--- src/rtl/sync_gen.sv ---
// Periodic sync-pulse generator: armed by software, aligned to the first rising
// edge of an external reference, then strobes sync_out every period cycles.
module sync_gen #(
    parameter int PERIOD_WIDTH = 32,
    parameter int CNT_WIDTH    = 16
) (
    input  logic                    clk,
    input  logic                    rst,
    input  logic                    arm,
    input  logic                    ext_sync,
    input  logic [PERIOD_WIDTH-1:0] period,
    output logic                    sync_out,
    output logic                    armed,
    output logic                    running,
    output logic [PERIOD_WIDTH-1:0] count,
    output logic [CNT_WIDTH-1:0]    sync_cnt
);

    localparam logic [1:0] ST_IDLE  = 2'd0;
    localparam logic [1:0] ST_ARMED = 2'd1;
    localparam logic [1:0] ST_RUN   = 2'd2;

    localparam logic [PERIOD_WIDTH-1:0] P_ONE = {{(PERIOD_WIDTH-1){1'b0}}, 1'b1};
    localparam logic [CNT_WIDTH-1:0]    C_ONE = {{(CNT_WIDTH-1){1'b0}}, 1'b1};

    logic [1:0]              state;
    logic                    ext_q;
    logic [PERIOD_WIDTH-1:0] period_q;
    logic                    edge_det;
    logic                    wrap;
    logic                    fire;

    assign edge_det = ext_sync & ~ext_q;
    // A zero period never wraps, so the run stays parked after the alignment pulse.
    assign wrap     = (period_q != '0) && (count == period_q - P_ONE);
    // arm in RUN beats a wrap in the same cycle, suppressing that pulse.
    assign fire     = ((state == ST_ARMED) && edge_det) ||
                      ((state == ST_RUN) && !arm && wrap);

    assign armed   = (state == ST_ARMED);
    assign running = (state == ST_RUN);

    always_ff @(posedge clk) begin
        if (rst) begin
            state    <= ST_IDLE;
            ext_q    <= 1'b0;
            period_q <= '0;
            count    <= '0;
            sync_out <= 1'b0;
            sync_cnt <= '0;
        end else begin
            ext_q    <= ext_sync;
            sync_out <= fire;
            if (fire) begin
                sync_cnt <= sync_cnt + C_ONE;
            end
            case (state)
                ST_IDLE: begin
                    count <= '0;
                    if (arm) begin
                        state <= ST_ARMED;
                    end
                end
                ST_ARMED: begin
                    if (edge_det) begin
                        state    <= ST_RUN;
                        count    <= '0;
                        period_q <= period;
                    end
                end
                ST_RUN: begin
                    if (arm) begin
                        state <= ST_ARMED;
                        count <= '0;
                    end else if (period_q == '0) begin
                        count <= '0;
                    end else if (wrap) begin
                        count    <= '0;
                        period_q <= period;
                    end else begin
                        count <= count + P_ONE;
                    end
                end
                default: begin
                    state <= ST_IDLE;
                    count <= '0;
                end
            endcase
        end
    end

endmodule

--- config.mk ---
export PLATFORM = sky130hd
export DESIGN_NAME = sync_gen
export DESIGN_NICKNAME = d
export VERILOG_FILES = /design/src/rtl/sync_gen.sv
export SDC_FILE = /design/constraint.sdc
export NUM_CORES = 1
export LEC_CHECK = 0
export CORE_ASPECT_RATIO = 1.5
export CORE_UTILIZATION = 54
export CTS_CLUSTER_DIAMETER = 100
export DETAILED_ROUTE_END_ITERATION = 10
export PLACE_DENSITY = 0.82
export SYNTH_ARGS = -nofsm -noshare
export SYNTH_HDL_FRONTEND = slang
export SYNTH_SLANG_ARGS = --single-unit
--- constraint.sdc ---
create_clock -name clk -period 4.1 [get_ports clk]
set_input_delay 1.025 -clock clk [delete_from_list [all_inputs] [get_ports clk]]
set_output_delay 1.025 -clock clk [all_outputs]
set_load 0.02 [all_outputs]
Word level (Yosys, flattened, before mapping)
Cells that the tools add are included.
Widths: inputs -> output; s select.
Storage, ports and cells
  register bits: 84
  bits of input ports: 36
  output and inout bits: 51
  word-level logic and storage cells: 45
Cells by class
  add/subtract/negate cells: 3
  equal/unequal tests: 8
  mux-type cells: 13
  bitwise logic cells: 2
  reduce and logical (&&, ||, !) cells: 13
Operators by type and width (number)
  $mux 32: 8
  $pmux 32 s2: 2
  $add 32x1->32 const B: 1
  $eq 32x32->1: 1
  $logic_not 32->1: 1
  $reduce_bool 32->1: 1
  $sub 32x1->32 const B: 1
  $add 16x1->16 const B: 1
  $ne 2x1->1 const B: 3
  $reduce_and 5->1: 1
  $logic_and 1x1->1: 4
  $mux 2: 2
  $ne 2x2->1 const B: 2
  $pmux 2 s2: 1
  $eq 2x1->1 const B: 1
  $eq 2x2->1 const B: 1
  $logic_not 2->1: 1
  $reduce_and 2->1: 1
  $reduce_bool 2->1: 1
  $reduce_or 2->1: 1
  $and 1x1->1: 1
  $logic_not 1->1: 1
  $logic_or 1x1->1: 1
  $not 1->1: 1

Depth between registers and ports, before layout
  depth in word-level cells: 7
  mapped depth: 12
  mapped depth without buffers: 10

Worst setup path before layout
No wires, ideal clock.
  path kind: reg-to-reg
  from: register period_q[4]
  to: register sync_cnt[14]
  library setup time: 123 ps
  arrival time: 3221 ps
  data required time: 3977 ps
  setup slack: 756 ps
  cell stages (with the launch flop): 12
  path buffers: 3
  period minus slack after synthesis: 3344 ps
  cells stage by stage: dfxtp_1 -> buf_2 -> or4_1 -> clkbuf_1 -> nor4_2 -> mux2_2 -> a31o_2 -> a2111oi_2 -> nand4_2 -> buf_6 -> a21oi_2 -> mux2_1
Between the ends
  cells in the longest elaborated chain, start to end: 5
  elaborated cells on any way between the ends: 6
  classes of those cells: add/sub: 1; eq/ne: 1; reduce/logical: 4
Ends and longest elaborated chain
  start, declared: line 28  | logic [PERIOD_WIDTH-1:0] period_q;
  start signal, assigned: line 68  | period_q <= period;
  start signal, assigned: line 79  | period_q <= period;
  $sub 32x1->32: line 35  | assign wrap = (period_q != '0) && (count == period_q - P_ONE);
  $eq 32x32->1: line 35
  $logic_and 1x1->1 *: line 35
  $logic_and 1x1->1 *: line 38  | ((state == ST_RUN) && !arm && wrap);
  $logic_or 1x1->1 *: line 37  | assign fire = ((state == ST_ARMED) && edge_det) ||
  end signal, assigned: line 55  | sync_cnt <= sync_cnt + C_ONE;
  end, declared: line 16  | output logic [CNT_WIDTH-1:0] sync_cnt
Mark *: on every way between the ends. The rest lies on a longest branch, timed or not.
A chain may end at the register's enable or synchronous reset.

Worst setup path after layout
  from: register period_q[4]
  to: register sync_cnt[11]
Same word-level chain as after synthesis.

==> run metrics <==
status complete, no violations; Worst-Skew Late Latency 0.34 ns; Worst-path clk slew 0.07 ns; initial antenna violation count 0; count of final hold-check violations 0; Routed WL 14700 microns; Fin Setup TNS 0 ns; IO Count 87; final non-filler cell total 818; H-Tree Depth 3; fmax 267 MHz; part of the cycle the worst path needs between 90 and 100%; overall routing resource usage 30.8%; max-slew violation count 0; number of global-route vias before repair 4827; clk sink count 84; post-route ant nets 0; Critical Path Sink Type register; maximum VDD drop 0.000255 V; Initial Util 55.4%; number of synthesized flops with an enable pin 0; I/O Buffers 86; antenna diode count 0; RSZ-0062 raised after global routing no; Worst setup SP type register; Mapped Nets 675; post-synthesis register bit count 84; row cnt 43; Die X 81.6 microns; maximum root-to-sink buffer count 2; register area share after synthesis 32.8%; layout cells sized above 1 9.92%; Die ar. 9900 sq um; DR vias/cell 6.19; clk_skew 0.00815 ns; total CTS buffers 9; relative slew slack 27.7%; Period minus WS final ~3.7 ns; drc violations 0; Avg Cell Area, Syn 8.08 sq um; Clk Tree Root Cell clkbuf_16; Area growth syn-to-layout 22.9%; synth warn 0; Die Ht 121 microns; FF-to-FF Start period_q[4]$_SDFFE_PP0P_; Synth Flop Type dfxtp_1; Reg2Reg Depth 9; routed length per placed instance around 18 microns; GP Congestion roughly 0.97; HPWL Detailed 10900 microns; Initial DRC Count 313; kind of critical path reg2reg; P_leak 0.00213 uW; max cap viols 0; hold path depth 2; final setup vio count 0; area of the core 9250 sq um; largest net degree at the start of global routing 61; Crit Path Max Fanout 10; hold-fix buffers at CTS 0; Synth Instances 635; flop-to-flop setup slack roughly 0.35 ns; worst slew pin tran 1.08 ns; CP Launch Point period_q[4]$_SDFFE_PP0P_; CP Data Required Time around 4.3 ns; first-pass GRT wire length 23300 microns; Hold Path End period_q[30]$_SDFFE_PP0P_; Fillers ~810; HP Class reg2reg; Worst Path Arrival 3.97 ns; Synth cell types 71; DP Cell Count ~800; GRT overflow 0; hold path start period_q[30]$_SDFFE_PP0P_; Async S/R FF share, synth 0%; PwrDens 322 nW/um^2; via count approximately 5100; Syn Std Cell Area 5130 sq um; worst flop-to-flop path endpoint sync_cnt[11]$_SDFFE_PP0P_; Nets 741; CTS tree built; drt pass-1 iters 5
## stage by stage
stage / hold WS, ns / total power [uW] / instance area [sq um] / worst slack, ns / utilization (%)
floorplan: 0.469 / 1110 / 5130 / 0.756 / -
detailed placement: 0.513 / 1210 / 6000 / 0.425 / 64.8
CTS: 0.522 / 2030 / 6300 / 0.364 / 68.0
global placement: 0.501 / 1210 / 6000 / 0.552 / 64.8
finish: 0.527 / 2030 / 6300 / 0.353 / 68.1
global route: 0.545 / 2110 / 6300 / 0.128 / 68.1
## state kept, by name (all words and copies together) (netlist names)
register,flops
count,32
ext_q,1
period_q,32
state,2
sync_cnt,16
sync_out,1
## layout make-up
class / instances / area [sq um] / share of cell area [%]
Clock buffer: 9 / 225 / 3.57
Clock inverter: 7 / 75.1 / 1.19
Inverter: 9 / 33.8 / 0.536
Multi-Input combinational cell: 493 / 3160 / 50.1
Sequential cell: 84 / 1680 / 26.7
Tap cell: 112 / 140 / 2.22
Timing Repair Buffer: 104 / 991 / 15.7
## cells in the mapped netlist (6+ instances only)
master	count	area [sq um]
dfxtp_1	84	1680
nand3_1	63	315
a21oi_1	53	265
nor2_1	46	173
nor3_1	44	220
o21ai_0	38	190
xnor2_1	38	333
xor2_1	31	272
clkbuf_1	26	97.6
nand2_1	26	97.6
nand4_1	19	119
nor2b_1	16	100
nor4_1	10	62.6
inv_1	9	33.8
mux2_2	9	101
and4_1	8	70.1
buf_2	7	35.0
a31oi_1	6	37.5
## placed cells by master (no fill, tap or decap), drive strengths merged, types with 3 or more instances in the layout
cell type / Yosys / layout
and4: 12 / 12
nand3: 63 / 63
nor3b: 5 / 5
clkinvlp: 0 / 3
nor3: 44 / 44
nand4: 20 / 20
nor4: 14 / 14
ha: 4 / 4
a21oi: 54 / 54
mux2: 14 / 14
xnor2: 38 / 38
clkdlybuf4s50: 0 / 85
o21ai: 40 / 40
nor2: 46 / 46
xor2: 31 / 31
nor2b: 16 / 16
and3: 5 / 5
a31oi: 6 / 6
nand2: 26 / 26
dfxtp: 84 / 84
nand2b: 3 / 3
or4: 6 / 6
a2111oi: 4 / 4
clkbuf: 31 / 9
inv: 9 / 11
nand3b: 5 / 5
or3: 3 / 3
buf: 16 / 19
## layer usage
layer	vias to the layer above	track usage (%)	share of wire (%)
met5	-	0	0
met4	0	17.9	4.5
met3	45	4.66	3.3
met2	151	54.4	53
met1	2435	33.7	39
li1	2431	-	-
## worst max-delay path, cell delays in order (launching register included)
cell and delay (ns):
dfxtp_1 0.39, or4_1 0.67, nor4_2 0.41, mux2_2 0.38, a31o_2 0.21, a2111oi_2 0.39, nand4_2 0.36, buf_4 0.28
a21oi_1 0.17, mux2_2 0.37
## worst max path at each step
| stage | to | slack, ns | cells past startpoint |
|---|---|---|---|
| 2_1_floorplan | sync_cnt[14]$_SDFFE_PP0P_ | 0.76 | 11 |
| 3_3_place_gp | sync_cnt[6]$_SDFFE_PP0P_ | 0.55 | 9 |
| 3_5_place_dp | sync_cnt[11]$_SDFFE_PP0P_ | 0.42 | 9 |
| 4_1_cts | sync_cnt[11]$_SDFFE_PP0P_ | 0.36 | 9 |
| 5_1_grt | sync_cnt[11]$_SDFFE_PP0P_ | 0.13 | 9 |
| 6_report | sync_cnt[11]$_SDFFE_PP0P_ | 0.35 | 9 |
## repair_timing
action	CTS	global route
resized for setup	0	1
setup buffers	0	0
setup endpoints to repair	0	2
## power breakdown
part           internal, uW  switching, uW  total, uW  leakage [uW]
clock network           475            352        827      0.000138
registers               831           24.8        855      0.000679
logic                   157            190        347       0.00131
## logic make-up after synthesis
kind of cell	Yosys count	synth area share (%)
AND/OR/NAND/NOR	276	29.7
AO/OA/AOI/OAI	129	15.5
flip-flops	84	32.8
XOR/XNOR	69	11.8
buffers and inverters	58	5.93
multiplexers	15	3.34
adder cells (fa/ha/maj)	4	0.976
Power figures use the tool's default switching activity.
